`config.mk`:
```
export PLATFORM = sky130hd
export DESIGN_NAME = ifu_fetch_ctrl
export DESIGN_NICKNAME = d
export VERILOG_FILES = /design/src/rtl/mips_pkg.sv /design/src/rtl/npc_calc.sv /design/src/rtl/ifu_fetch_ctrl.sv
export SDC_FILE = /design/constraint.sdc
export NUM_CORES = 1
export LEC_CHECK = 0
export ABC_AREA = 0
export BUFFER_PORTS_ARGS = -buffer_cell sky130_fd_sc_hd__clkbuf_2
export CAP_MARGIN = 20
export CORE_UTILIZATION = 45
export CTS_CLUSTER_SIZE = 10
export DETAILED_ROUTE_END_ITERATION = 6
export GPL_ROUTABILITY_DRIVEN = 0
export GPL_TIMING_DRIVEN = 0
export PLACE_DENSITY_LB_ADDON = 0.12
export SETUP_SLACK_MARGIN = 0.3
export SLEW_MARGIN = 20
export SYNTH_ARGS = -nofsm -noshare
export SYNTH_HDL_FRONTEND = slang
export SYNTH_HIERARCHICAL = 1
export SYNTH_SLANG_ARGS = --single-unit
export TNS_END_PERCENT = 5
```
`constraint.sdc`:
```
create_clock -name clk -period 4.2 [get_ports clk]
set_clock_uncertainty 0.05 [all_clocks]
set_input_delay 0 -clock clk [delete_from_list [all_inputs] [get_ports clk]]
set_output_delay 0 -clock clk [all_outputs]
set_load 0.01 [all_outputs]
```
`src/rtl/mips_pkg.sv`:
```
// mips_pkg: redirect type codes, default reset PC and fetch FSM encoding.
// ERR exists only when IFU_ALIGN_CHECK_EN is defined.
package mips_pkg;
  localparam logic [1:0] RT_BRANCH = 2'b00;
  localparam logic [1:0] RT_JUMP   = 2'b01;
  localparam logic [1:0] RT_JR     = 2'b10;
  localparam logic [1:0] RT_RSVD   = 2'b11;
  localparam logic [31:0] DEF_RESET_PC = 32'h0000_3000;
`ifdef IFU_ALIGN_CHECK_EN
  typedef enum logic [1:0] {IDLE = 2'd0, REQ = 2'd1, DONE = 2'd2, ERR = 2'd3} fetch_state_t;
`else
  typedef enum logic [1:0] {IDLE = 2'd0, REQ = 2'd1, DONE = 2'd2} fetch_state_t;
`endif
endpackage

```
`src/rtl/npc_calc.sv`:
```
// npc_calc: next-PC selection from sequential, branch, j/jal and jr redirects.
module npc_calc import mips_pkg::*; (
  input  logic [31:0] pc,
  input  logic        redirect_valid,
  input  logic [1:0]  redirect_type,
  input  logic        branch_taken,
  input  logic [15:0] imm16,
  input  logic [25:0] imm26,
  input  logic [31:0] rs_val,
  output logic [31:0] npc
);
  logic [31:0] seq, br;
  always_comb begin
    seq = pc + 32'd4;
    br  = seq + {{14{imm16[15]}}, imm16, 2'b00};
    npc = !redirect_valid              ? seq :
          redirect_type == RT_BRANCH   ? (branch_taken ? br : seq) :
          redirect_type == RT_JUMP     ? {pc[31:28], imm26, 2'b00} :
          redirect_type == RT_JR       ? rs_val : seq;
  end
endmodule

```
`src/rtl/ifu_fetch_ctrl.sv`:
```
// ifu_fetch_ctrl: PC owner issuing req/ack word fetches to the IM and holding instr for decode.
// IFU_ALIGN_CHECK_EN: trap misaligned next-PC into a sticky ERR state with fetch_exc.
module ifu_fetch_ctrl import mips_pkg::*; #(
  parameter logic [31:0] RESET_PC   = DEF_RESET_PC,
  parameter int unsigned WAIT_LIMIT = 0
) (
  input  logic        clk,
  input  logic        reset,
  input  logic        stall,
  input  logic        redirect_valid,
  input  logic [1:0]  redirect_type,
  input  logic        branch_taken,
  input  logic [15:0] imm16,
  input  logic [25:0] imm26,
  input  logic [31:0] rs_val,
  output logic        im_req,
  output logic [31:0] im_addr,
  input  logic        im_ack,
  input  logic [31:0] im_instr,
  output logic [31:0] instr,
  output logic        instr_valid,
  output logic [31:0] pc,
  output logic [31:0] pc_plus4,
  output logic        im_timeout
`ifdef IFU_ALIGN_CHECK_EN
  , output logic      fetch_exc
`endif
);
  localparam logic [31:0] WL = 32'(WAIT_LIMIT);
  fetch_state_t state, state_nxt;
  logic [31:0] npc_raw, npc, cnt;
  logic drop, ack_ok, expire, advance, misalign;

  npc_calc u_npc (
    .pc(pc), .redirect_valid(redirect_valid), .redirect_type(redirect_type),
    .branch_taken(branch_taken), .imm16(imm16), .imm26(imm26), .rs_val(rs_val),
    .npc(npc_raw)
  );

`ifdef IFU_ALIGN_CHECK_EN
  assign misalign = npc_raw[1:0] != 2'b00;
  assign npc      = npc_raw;
`else
  assign misalign = 1'b0;
  assign npc      = {npc_raw[31:2], 2'b00};
`endif

  // drop marks the one idle cycle inserted after a wait-limit expiry
  assign ack_ok  = state == REQ && !drop && im_ack;
  assign expire  = state == REQ && !drop && !im_ack && WAIT_LIMIT != 0 && cnt + 32'd1 == WL;
  assign advance = state == DONE && !stall;

  always_ff @(posedge clk or posedge reset)
    if (reset) state <= IDLE;
    else state <= state_nxt;

  always_comb begin
    state_nxt = state;
    case (state)
      IDLE:    state_nxt = REQ;
      REQ:     state_nxt = ack_ok ? DONE : REQ;
`ifdef IFU_ALIGN_CHECK_EN
      DONE:    state_nxt = advance ? (misalign ? ERR : REQ) : DONE;
`else
      DONE:    state_nxt = advance ? REQ : DONE;
`endif
      default: state_nxt = state;
    endcase
  end

  always_comb begin
    im_req      = state == REQ && !drop;
    instr_valid = state == DONE;
    im_addr     = pc;
    pc_plus4    = pc + 32'd4;
  end

  always_ff @(posedge clk or posedge reset)
    if (reset) begin
      pc         <= RESET_PC;
      instr      <= 32'd0;
      cnt        <= 32'd0;
      drop       <= 1'b0;
      im_timeout <= 1'b0;
    end else begin
      drop       <= expire;
      im_timeout <= expire;
      cnt        <= (state != REQ || drop || im_ack || expire) ? 32'd0 : cnt + 32'd1;
      if (ack_ok) instr <= im_instr;
      if (advance && !misalign) pc <= npc;
    end

`ifdef IFU_ALIGN_CHECK_EN
  always_ff @(posedge clk or posedge reset)
    if (reset) fetch_exc <= 1'b0;
    else if (advance && misalign) fetch_exc <= 1'b1;
`endif
endmodule

```
# After elaboration in Yosys (flattened, before gate mapping)
# Index checks and enable logic that the tools add are counted.
[totals]
wordCells = 26
mem_bits_ro = 0
output_inout_bits = 131
input_bits = 114
latchBits = 0
ram_bits = 0
regBits = 64
n_memories = 0
[classes]
shift = 0
order_cmp = 0
add_sub_neg = 2
mul = 0
eq_ne = 5
n_reduce_logical = 7
n_div = 0
n_mux = 8
bitwise = 0
[op_table]
columns = ["op", "count"]
rows = [
  ["$mux 32", 5],
  ["$add 32x3->32 const B", 1],
  ["$add 32x32->32", 1],
  ["$pmux 2 s3", 1],
  ["$eq 2x1->1 const B", 2],
  ["$eq 2x2->1 const B", 2],
  ["$logic_not 2->1", 2],
  ["$mux 2", 2],
  ["$ne 3x2->1 const B", 1],
  ["$reduce_bool 3->1", 1],
  ["$logic_and 1x1->1", 2],
  ["$reduce_and 2->1", 1],
  ["$logic_not 1->1", 1],
]

# Depth between registers and ports, before layout
# Gate-level depths: netlist (run 1).
[logic_depth]
word_depth = 5
mapped_depth = 18
depth_no_buf = 17

# By module
# The synthesis (run 1) kept the hierarchy.
[by_module_without_submodules]
columns = ["module", "cells_each", "n_inst", "area_per_inst_um2", "seq_area_each_um2"]
rows = [
  ["npc_calc", 514, 1, 3334.4, 0.0],
  ["ifu_fetch_ctrl", 267, 1, 3275.6, 1604.0],
]

# Least setup slack after synthesis (run 1)
# Ideal clock, no wire load.
[synth_path]
path_type = "register to register"
from = "reg pc[13] (netlist: im_addr[13])"
to = "reg pc[30] (netlist: im_addr[30])"
path_stages_with_launch = 17
required_ps = 4025
path_slack_ps = 458
arrival_time_ps = 3567
period_less_slack_ps = 3742
path_buffers = 1
setup_time_ps = 125
path_cell_list = "dfstp_2 -> and3_1 -> nand4_4 -> and2b_1 -> nand4_1 -> xnor2_1 -> ha_1 -> clkbuf_1 -> o21a_1 -> o21a_1 -> o21ai_0 -> a21oi_1 -> a41o_1 -> a311oi_1 -> xor2_1 -> o21ai_1 -> mux2_2"
[synth_between]
elab_chain_len = 5
elab_cells_between_ends = 7
cone_classes = "add/sub: 2; mux: 5"
[synth_rtl]
columns = ["element", "line_no", "rtl"]
rows = [
  ["start: declaration", "ifu_fetch_ctrl.sv:22", "output logic [31:0] pc,"],
  ["start signal: assignment", "ifu_fetch_ctrl.sv:90", "if (advance && !misalign) pc <= npc;"],
  ["$add 32x3->32 (*)", "npc_calc.sv:14", "seq = pc + 32'd4;"],
  ["$add 32x32->32 / $mux 32 (equally long branches)", "npc_calc.sv:15, npc_calc.sv:19", ""],
  ["$mux 32, on equally long branches", "npc_calc.sv:17, npc_calc.sv:18", ""],
  ["$mux 32", "npc_calc.sv:17", "redirect_type == RT_BRANCH ? (branch_taken ? br : seq) :"],
  ["$mux 32 (*)", "npc_calc.sv:16", "npc = !redirect_valid ? seq :"],
  ["named net npc_raw[30]", "ifu_fetch_ctrl.sv:31", "logic [31:0] npc_raw, npc, cnt;"],
]
# The timed path passes the listed nets; every way through them passes the cells marked *. The select of a mux whose other input is x is not followed.
# A chain may end at the register's enable or synchronous reset.

# Worst setup path in the final report (run 1)
[layout_path]
from = "reg pc[2] (netlist: im_addr[2])"
to = "reg pc[29] (netlist: im_addr[29])"
# Same word-level chain as after synthesis.

==> results of run 1 <==
-- power by group through the flow --
stage          combinational [mW]  sequential [mW]  clock [mW]
2_1_floorplan                2.19             1.40           0
3_3_place_gp                 3.36             1.38           0
3_5_place_dp                 3.38             1.40           0
4_1_cts                      3.57             1.34       0.793
5_1_grt                      4.21             1.37       0.818
6_report                     3.86             1.32       0.782
-- worst min-delay path, stage by stage --
cell and delay, ns:
clkbuf_2 0.09, a22oi_1 0.17, o31ai_1 0.08
-- final cells by class --
class,count,share of cell area
multi-input combinational,615,0.514
timing repair buffer,296,0.191
sequential,64,0.178
buffer,71,0.0464
clock buffer,11,0.0266
tap,180,0.0247
inverter,28,0.0118
clock inverter,3,0.00742
-- what timing repair did --
| action | CTS | global route |
|---|---|---|
| hold buffers | 34 | 0 |
| endpoints found under the hold margin | 76 | 0 |
| buffers inserted | 10 | 18 |
| pin swaps | 3 | 10 |
| endpoints found under the setup margin | 16 | 18 |
| resized for setup | 21 | 52 |
| gates cloned | 0 | 0 |
-- sequential cells by signal, indices dropped and copies added, names as in the netlist --
name / count
im_addr: 30
instr: 32
state: 2
-- cell usage in the layout, fill, tap and decap left out, drive strengths merged, types with 8 or more instances in the layout --
cell type / count
nand3: 30
nor3: 12
a21o: 11
nand4: 23
and4: 8
and3: 9
nor2: 38
xnor2: 51
a21oi: 58
mux2: 61
nor2b: 10
dlygate4sd3: 34
a222oi: 10
xor2: 28
a22oi: 13
inv: 27
o221ai: 8
ha: 41
nand2: 75
dfrtp: 62
clkbuf: 268
buf: 76
o21ai: 40
-- path summary, 6_finish.rpt --
| kind | slack (ns) | from | cells after the start | end |
|---|---|---|---|---|
| min reg2reg | 0.45 | instr[27] | 1 | instr[27] |
| min | 0.02 | stall | 3 | state[1] |
| max in group asynchronous | 3.33 | reset | 4 | im_addr[12] |
| max | 0.31 | im_addr[2] | 16 | im_addr[29] |
| max reg2reg | 0.31 | im_addr[2] | 16 | im_addr[29] |
| min in group asynchronous | 0.18 | reset | 3 | instr[9] |
-- metrics by stage --
step	util	setup slack (ns)	area, um2	hold slack (ns)
after global routing	0.649	0.193	9110	0.0499
after global placement	0.568	-0.147	7980	0.183
after detailed placement	0.570	-0.146	8000	-0.0191
after floorplan	-	0.458	6590	0.100
final	0.649	0.312	9110	0.0196
after CTS	0.626	0.250	8780	0.0142
-- routing by layer --
metal  wire length (um)  part of all wire  track usage  up-vias
met5                  0                 0            0        -
met3               1850             0.080       0.0525       54
li1                   -                 -            -     3410
met1               9480              0.41        0.393     3379
met2              11000              0.48        0.494      370
met4                724             0.031        0.116        0
==> summary.md, run 1 <==
| Metric | Value |
|---|---|
| Slew @ Worst Pin | about 0.74 ns |
| Logic pwr share | 0.647 |
| I/O pins | between 200 and 250 |
| Area delta synth->final | 38.8% |
| Part of the cycle the worst path needs | 0.926 |
| Leakage | 4.41 nW |
| Mapped cell area | between 0.006 and 0.007 mm2 |
| First-pass DRT Iterations | 5 |
| Final wirelength | about 23 mm |
| Delay-heaviest family, CP | simple AND/OR/NAND/NOR gates |
| Inst Count DP | ~1200 |
| Hold WC Path Type | input pin to flop |
| Slew Viols, Final | 0 |
| Status | complete, no violations |
| Sw Share | 0.453 |
| CTS tree | yes |
| Relative slew slack | 0.507 |
| Grt total ovfl | 0 |
| CP max stage delay | approximately 0.4 ns |
| Worst path slowest cell | dfrtp_2 |
| Peak VDD IR | 0.000415 V |
| Final setup TNS | 0 ns |
| Unrepaired setup endpoints after global routing | yes |
| Die ar. | 0.0151 mm2 |
| Critical Path Start Type | flop |
| Number of H-tree levels | 3 |
| Routed vias | between 7000 and 8000 |
| Clock latency on the worst-skew pair | between 0.3 and 0.4 ns |
| Largest net degree at the start of global routing | 35 |
| Final Hold Viols | 0 |
| Initial core utilization | 0.467 |
| Filler cells | 1195 |
| Diodes inserted | 0 |
| Pwr dens | approximately 650 mW/mm2 |
| Layout cells sized above 1 | 0.422 |
| First-pass GRT wire length | between 30 and 40 mm |
| Internal | roughly 3.3 mW |
| CORE AREA | between 0.01 and 0.015 mm2 |
| Root Driver | clkbuf_16 |
| PortBufs | 233 |
| Max Fclk | between 200 and 300 MHz |
| Syn Area/Cell | ~8.5 um2 |
| Multi-input logic area | 0.00468 mm2 |
| TritonCTS Sinks | 64 |
| CTS Buf Count | 9 |
| HPWL Detailed | 17.2 mm |
| Total power | 5.97 mW |
| Synthesized instance count | between 700 and 800 |
| Post-layout min period | 3.89 ns |
| Crit path DAT | roughly 4.0 ns |
| MaxCap Viol Count | 0 |
| DR iter-0 viols | between 500 and 600 |
| CP Data Required Time | 4.36 ns |
| Critical Path End Type | flop |
| Antenna Nets Post-Route | 0 |
| Tot GR Track Use | 0.301 |
| Seq pwr share | 0.222 |
| Crit Path Class | flop to flop |
| Row count | between 40 and 50 |
| Routed WL per cell | between 15 and 20 um |
| Ys Warns | 6 |
| Final #Nets | 1241 |
| Clk slew on worst S/H paths | about 0.05 ns |
| Initial antenna violation count | 0 |
| WP buf/inv | 4 |
| CTS max path bufs | 2 |
| Remaining DRCs | 0 |
| Endpoints failing setup | 0 |
| Clock share of power | 0.131 |
| Switch Pwr | approximately 2.7 mW |
| Worst-path cell chain | buf_4 > nand4_1 > buf_6 > inv_1 > nand2_1 > xor2_2 > inv_1 > ha_2 > nand4_1 > a211oi_2 > o2111ai_1 > a21oi_2 > o21ai_1 > and4_1 > or3_1 > mux2_2 |
| Fin cells | about 1300 |
| Width of the die | 123 um |
| Vias/cell | between 5 and 6 |
| Vias in the first global route | 6821 |
| Reg area | between 0.0015 and 0.002 mm2 |
| Die H | about 120 um |
| Crit path max fanout | 6 |
Note: power is estimated with default switching activity, not from simulation.
==> run 2: changes to the inputs <==
--- a/config.mk
+++ b/config.mk
@@ -9,15 +9,15 @@
 export BUFFER_PORTS_ARGS = -buffer_cell sky130_fd_sc_hd__clkbuf_2
 export CAP_MARGIN = 20
 export CORE_UTILIZATION = 45
-export CTS_CLUSTER_SIZE = 10
+export CTS_CLUSTER_SIZE = 16
 export DETAILED_ROUTE_END_ITERATION = 6
 export GPL_ROUTABILITY_DRIVEN = 0
 export GPL_TIMING_DRIVEN = 0
 export PLACE_DENSITY_LB_ADDON = 0.12
+export RECOVER_POWER = 100
 export SETUP_SLACK_MARGIN = 0.3
 export SLEW_MARGIN = 20
 export SYNTH_ARGS = -nofsm -noshare
 export SYNTH_HDL_FRONTEND = slang
-export SYNTH_HIERARCHICAL = 1
 export SYNTH_SLANG_ARGS = --single-unit
 export TNS_END_PERCENT = 5
==> summary.md, run 2 <==
| Metric | Value |
|---|---|
| Critical Path End Type | flop |
| Flops & latches, synth | 64 |
| Relative slew slack | -0.272 (-0.779) |
| Initial core utilization | 0.467 (about the same) |
| Initial antenna violation count | 0 (unchanged) |
| Die ar. | 0.0137 mm2 (-8.9%) |
| Failing checks | negative hold slack, max-capacitance violations, max-slew violations |
| Max Fclk | 255 MHz (-0.67%) |
| Clk slew on worst S/H paths | 0.06 ns (about the same) |
| Max reg flops | 32 (unchanged) |
| Final core occ | 0.654 (+0.00478) |
| Post-synth top cells | dfrtp_1 (62), nand2_1 (61), nor2_1 (60) |
| Clock latency on the worst-skew pair | 0.35 ns (+0.02 ns) |
| Area delta synth->final | 39.8% |
| DR iter-0 viols | 500 (-13%) |
| Hold path startpoint | stall |
| Slew @ Worst Pin | 1.91 ns (+1.17 ns) |
| Largest Register | instr |
| Final wirelength | 21.6 mm (-6.5%) |
| Die H | 117 um (-4.5%) |
| First-pass GRT wire length | 32.0 mm (-7.8%) |
| Crit Path Class | flop to flop |
| I/O pins | 245 (unchanged) |
| Root Driver | clkbuf_16 |
| Post-layout min period | 3.91 ns (+0.0261 ns) |
| Final WS setup | 0.286 ns (-0.0261 ns) |
| HPWL Detailed | 15.6 mm (-9.2%) |
| Setup crit start | im_addr[12] |
| Status | finished with violations |
| Peak VDD IR | 0.000322 V (-23%) |
| Area leader, netlist | dfrtp_1 |
| FF-to-FF path depth | 16 (unchanged) |
| Syn Area/Cell | 8.62 um2 (+1.4%) |
| Placed Instance Area | 0.00740 mm2 (-7.5%) |
| Part of the cycle the worst path needs | 0.932 (+0.00621) |
| Synth async-reset ratio | 1.00 |
| CORE AREA | 0.0128 mm2 (-9.0%) |
| MaxCap Viol Count | 2 (+2) |
| Worst R2R Setup Slack | 0.29 ns (-0.03 ns) |
| Vias in the first global route | 6179 (-9.4%) |
| Layout cells sized above 1 | 0.314 (-0.108) |
| RR Endpoint | im_addr[29] |
| Crit path DAT | 4.08 ns (+0.04 ns) |
| Pwr dens | 633 mW/mm2 (-3.4%) |
| DP Worst Slack | -0.147 ns (-0.00183 ns) |
| Most area-consuming cells after synthesis | dfrtp_1 (26%), ha_1 (8.2%), mux2_2 (6.2%) |
| Synthesized instance count | 693 (-10%) |
| Endpoints failing setup | 0 (unchanged) |
| Synth cell types | 81 |
| Routed vias | 6657 (-7.7%) |
| Hold WC Path Type | input pin to flop |
| Number of H-tree levels | 3 (unchanged) |
| Width of the die | 117 um (-4.5%) |
| RR Startpoint | im_addr[12] |
| Crit path max fanout | 7 (+1) |
| Antenna Nets Post-Route | 0 (unchanged) |
| Final #Nets | 1160 (-6.5%) |
| Slew Viols, Final | 67 (+67) |
| Final setup TNS | 0 ns (unchanged) |
| Most numerous cell in the Yosys netlist | dfrtp_1 |
| Mapped cell area | 0.00597 mm2 (-9.0%) |
| Final hold slack | -0.00404 ns (-0.0237 ns) |
| TritonCTS Sinks | 64 (unchanged) |
| Tot GR Track Use | 0.312 (+0.0108) |
| Filler cells | 1186 (-0.75%) |
| Final Hold Viols | 1 (+1) |
| Most frequent cells in the layout | clkbuf_2 (168), clkbuf_1 (95), dfrtp_1 (62) |
| CTS max path bufs | 2 (unchanged) |
| Leakage | 3.77 nW (-14%) |
| Inst Count DP | 1106 (-7.2%) |
| Commonest non-fill, non-tap cell in the layout | clkbuf_2 |
| Area share of the largest cell type after synthesis | 0.260 |
| Remaining DRCs | 0 (unchanged) |
| Grt total ovfl | 0 (unchanged) |
| Row count | 41 (-4.7%) |
| Largest net degree at the start of global routing | 35 (unchanged) |
| Main synth FF type | dfrtp_1 |
| Vias/cell | 5.63 (-1.1%) |
| PortBufs | 234 (+0.43%) |
| Unrepaired setup endpoints after global routing | yes |
| CTS Buf Count | 9 (unchanged) |
| Ys Warns | 0 (-6) |
| Hold path cells | 3 (unchanged) |
| CP Data Required Time | 4.37 ns (about the same) |
| Diodes inserted | 0 (unchanged) |
| Post-synthesis sequential area ratio | 0.269 |
| Critical Path Start Type | flop |
| Routed WL per cell | 18.2 um (+0.22%) |
| Cell area after layout | 0.00835 mm2 (-8.4%) |
| Post-synth EDFFs | 0 |
| WHS Endpoint | state[1] |
| Fin cells | 1183 (-6.7%) |
| CTS tree | yes |
| First-pass DRT Iterations | 5 (unchanged) |
[run 2: changes by cell type in the layout (fill, tap and decap cells not counted), sizes merged, moves of 15 or more]
| cell | previous run | this run |
|---|---|---|
| a221oi | 1 | 18 |
| buf | 76 | 26 |
| clkbuf | 268 | 302 |
| dlygate4sd3 | 34 | 49 |
| mux2 | 61 | 33 |
| nor2 | 38 | 61 |
| xnor2 | 51 | 32 |
[run 2: timing repair]
item                                    4_1_cts  5_1_grt
pin swaps                                     5        7
gates resized for setup                      17       30
hold endpoints to repair                     87        0
buffers inserted                              5        7
endpoints found under the setup margin        7       13
hold buffers                                 49        0
[run 2: metrics by stage]
step	total power [mW]	hold WS, ns
3_3_place_gp	4.34	0.182
2_1_floorplan	3.35	0.100
4_1_cts	5.27	0.00135
6_report	5.28	-0.00404
5_1_grt	5.68	0.0325
3_5_place_dp	4.38	-0.0144
[run 2: layout make-up]
class | instances | area [um2] | area share
Multi-Input combinational cell | 547 | 4050 | 0.485
Timing Repair Buffer | 296 | 1690 | 0.202
Sequential cell | 64 | 1600 | 0.192
Buffer | 70 | 422 | 0.0505
Clock buffer | 11 | 243 | 0.0291
Tap cell | 172 | 215 | 0.0258
Inverter | 18 | 70.1 | 0.00839
Clock inverter | 5 | 56.3 | 0.00674
[run 2: worst max-delay path by stage]
stage / end / slack, ns / cells after the start
detailed placement: im_addr[29] / -0.15 / 15
finish: im_addr[29] / 0.29 / 16
CTS: im_addr[29] / 0.29 / 16
floorplan: im_addr[29] / 0.49 / 15
global placement: im_addr[29] / -0.16 / 15
global route: im_addr[31] / 0.1 / 17
[run 2: where the power goes]
part	switching (mW)	internal (mW)	total, mW
logic	1.81	1.48	3.28
clock network	0.303	0.475	0.778
registers	0.319	0.905	1.22
total	2.43	2.86	5.28
[run 2: per-layer routing]
metal | wire (um) | track usage | part of all wire
met1 | 8800 | 0.414 | 0.41
met2 | 10000 | 0.510 | 0.46
met3 | 1960 | 0.0350 | 0.091
met4 | 802 | 0.145 | 0.037
met5 | 0 | 0 | 0
[run 2: cells by family (layout without fill, tap and decap cells)]
kind of cell,after synthesis,count (layout),share of synthesized area
adders and majority gates,40,40,0.0851
and+or+nand+nor,206,206,0.168
other,1,7,0.000628
muxes,37,37,0.0689
xor gates and xnor gates,51,51,0.0805
AOI/OAI and AO/OA,206,206,0.248
buffers and inverters,88,400,0.0807
DFF,64,64,0.269
[run 2: critical path, cell delays in order, from the launching register on]
cell and delay, ns:
dfstp_1 0.55, buf_2 0.20, nand3_2 0.12, nor3_1 0.19, and2_1 0.17, buf_6 0.16, nand3_4 0.12, xnor2_1 0.26
ha_1 0.30, a21o_1 0.27, a21o_1 0.23, a2111oi_4 0.37, o31ai_1 0.14, a21oi_1 0.16, xnor2_1 0.08, a221oi_1 0.33
nor2_1 0.09
==> run 3: changes to the inputs <==
--- a/config.mk
+++ b/config.mk
@@ -15,7 +15,6 @@
 export GPL_TIMING_DRIVEN = 0
 export PLACE_DENSITY_LB_ADDON = 0.12
 export RECOVER_POWER = 100
-export SETUP_SLACK_MARGIN = 0.3
 export SLEW_MARGIN = 20
 export SYNTH_ARGS = -nofsm -noshare
 export SYNTH_HDL_FRONTEND = slang
==> constraint.sdc (replaced) <==
create_clock -name clk -period 4.2 [get_ports clk]
set_clock_uncertainty 0.05 [all_clocks]
set_input_delay 0.63 -clock clk [delete_from_list [all_inputs] [get_ports clk]]
set_output_delay 0.63 -clock clk [all_outputs]
set_load 0.01 [all_outputs]
==> summary.md, run 3 (synthesized netlist as in run 2, its figures left out) <==
| Metric | Value |
|---|---|
| Post-layout min period | 4.05 ns (+0.132 ns) |
| Logic pwr share | 0.609 (-0.012) |
| Layout cells sized above 1 | 0.294 (-0.0194) |
| First-pass DRT Iterations | 5 (unchanged) |
| Row count | 41 (unchanged) |
| Crit Path Class | flop to flop |
| Antenna Nets Post-Route | 0 (unchanged) |
| Vias/cell | 5.68 (+0.90%) |
| Worst path slowest cell | dfstp_2 |
| Status | finished with violations |
| Seq pwr share | 0.238 (+0.006) |
| Max Fclk | 247 MHz (-3.3%) |
| Peak VDD IR | 0.000315 V (-2.1%) |
| I/O pins | 245 (unchanged) |
| FF-to-FF path depth | 17 (+1) |
| Final #Nets | 1101 (-5.1%) |
| RR Endpoint | im_addr[31] |
| Tot GR Track Use | 0.298 (-0.0137) |
| CTS tree | yes |
| Most frequent cells in the layout | clkbuf_2 (153), clkbuf_1 (110), nand2_1 (61), dfrtp_1 (61), nor2_1 (60) |
| Filler cells | 1252 (+5.6%) |
| Final hold slack | 0.451 ns (+0.455 ns) |
| Die H | 117 um (unchanged) |
| Area delta synth->final | 27.8% |
| Part of the cycle the worst path needs | 0.963 (+0.0313) |
| Clock latency on the worst-skew pair | 0.35 ns (about the same) |
| Crit path max fanout | 7 (unchanged) |
| Endpoints failing setup | 0 (unchanged) |
| First-pass GRT wire length | 30.6 mm (-4.5%) |
| Number of H-tree levels | 3 (unchanged) |
| Routed vias | 6382 (-4.1%) |
| TritonCTS Sinks | 64 (unchanged) |
| Largest Register | instr |
| CP Data Required Time | 4.37 ns (about the same) |
| Worst R2R Setup Slack | 0.15 ns (-0.13 ns) |
| Slew Viols, Final | 67 (unchanged) |
| Commonest non-fill, non-tap cell in the layout | clkbuf_2 |
| CTS Hold Bufs | 0 (-100%) |
| CP max stage delay | 0.54 ns (about the same) |
| Slew @ Worst Pin | 1.91 ns (+0.00136 ns) |
| Die ar. | 0.0137 mm2 (unchanged) |
| Switch Pwr | 2.34 mW (-3.4%) |
| Pwr dens | 666 mW/mm2 (+5.3%) |
| Width of the die | 117 um (unchanged) |
| Final core occ | 0.598 (-0.0559) |
| Internal | 2.74 mW (-4.0%) |
| Hold path cells | 1 (-2) |
| Sw Share | 0.461 (+0.00141) |
| Critical Path End Type | flop |
| HPWL Detailed | 15.6 mm (unchanged) |
| WHS Endpoint | instr[7] |
| Initial core utilization | 0.467 (unchanged) |
| PortBufs | 234 (unchanged) |
| Crit path DAT | 4.21 ns (+0.13 ns) |
| Critical Path Start Type | flop |
| CORE AREA | 0.0128 mm2 (unchanged) |
| CTS Buf Count | 9 (unchanged) |
| MaxCap Viol Count | 2 (unchanged) |
| Final wirelength | 20.5 mm (-5.1%) |
| Initial antenna violation count | 0 (unchanged) |
| RR Startpoint | im_addr[12] |
| Clk slew on worst S/H paths | 0.06 ns (about the same) |
| Leakage | 3.44 nW (-8.8%) |
| Vias in the first global route | 5861 (-5.1%) |
| Grt total ovfl | 0 (unchanged) |
| Hold path startpoint | instr[7] |
| Hold WC Path Type | flop to flop |
| Routed WL per cell | 18.2 um (-0.12%) |
| Largest net degree at the start of global routing | 35 (unchanged) |
| Root Driver | clkbuf_16 |
| Clock share of power | 0.152 (+0.005) |
| Max reg flops | 32 (unchanged) |
| CTS max path bufs | 2 (unchanged) |
| Relative slew slack | -0.273 (-0.000909) |
| Remaining DRCs | 0 (unchanged) |
| Failing checks | max-capacitance violations, max-slew violations |
| DR iter-0 viols | 490 (-2.0%) |
| Diodes inserted | 0 (unchanged) |
| Final Hold Viols | 0 (-1) |
| Worst-path cell chain | buf_2 > nand3_1 > nor3_2 > and2_1 > buf_6 > nand3_1 > xnor2_1 > ha_1 > nand2_1 > nor3_4 > nand2_1 > a211o_1 > a21oi_4 > o2111ai_2 > nor3b_1 > o31ai_1 > a21oi_1 |
[run 3: timing repair]
action                     CTS  global route
buffers inserted             0             3
resized for setup            2            14
setup endpoints to repair    3             5
pin swaps                    0             3
[run 3: final cells by class]
type / count / area, um2 / share of cell area
Sequential cell: 64 / 1610 / 0.210
Inverter: 18 / 70.1 / 0.00918
Clock buffer: 11 / 243 / 0.0318
Tap cell: 172 / 215 / 0.0282
Buffer: 69 / 412 / 0.0539
Multi-Input combinational cell: 547 / 3920 / 0.514
Timing Repair Buffer: 238 / 1110 / 0.145
Clock inverter: 5 / 56.3 / 0.00738
[run 3: how the worst max path moves through the flow]
| stage | startpoint | to | depth (start not counted) |
|---|---|---|---|
| 3_5_place_dp | im_addr[2] | im_addr[29] | 15 |
| 5_1_grt | im_addr[12] | im_addr[31] | 17 |
| 2_1_floorplan | im_addr[2] | im_addr[29] | 15 |
| 3_3_place_gp | im_addr[2] | im_addr[29] | 15 |
| 4_1_cts | im_addr[4] | im_addr[31] | 17 |
| 6_report | im_addr[12] | im_addr[31] | 17 |
[run 3: metal layers]
layer / vias to the layer above / wire, um / global-route usage
li1: 3026 / - / -
met1: 2969 / 8660 / 0.401
met2: 344 / 9530 / 0.480
met3: 43 / 1710 / 0.0366
met4: 0 / 587 / 0.133
met5: - / 0 / 0
[run 3: through the flow]
stage	cells	total power, mW	instance area, um2	TNS [ns]	setup WS (ns)
after floorplan	699	3.35	5990	0	0.493
after detailed placement	1106	4.38	7400	-0.250	-0.147
after CTS	1121	5.18	7710	-0.00591	-0.00591
final	1124	5.09	7630	0	0.154
after global placement	1105	4.34	7380	-0.360	-0.162
after global routing	1124	5.48	7630	-0.00160	-0.00131
[run 3: critical path: cells and delay by family, from the launching register on]
family	cells	cell delay [ns]
compound gates	5	1.13
xor+xnor	1	0.37
fa+ha+maj	1	0.20
buf+inv	2	0.33
flops	1	0.54
simple gates	8	1.30
[run 3: power groups by stage]
stage                     sequential, mW  clock, mW  combinational (mW)
after detailed placement            1.22          0                3.16
after global placement              1.21          0                3.13
after global routing                1.26      0.797                3.42
after CTS                           1.21      0.778                3.18
after floorplan                     1.29          0                2.06
final                               1.21      0.775                3.10
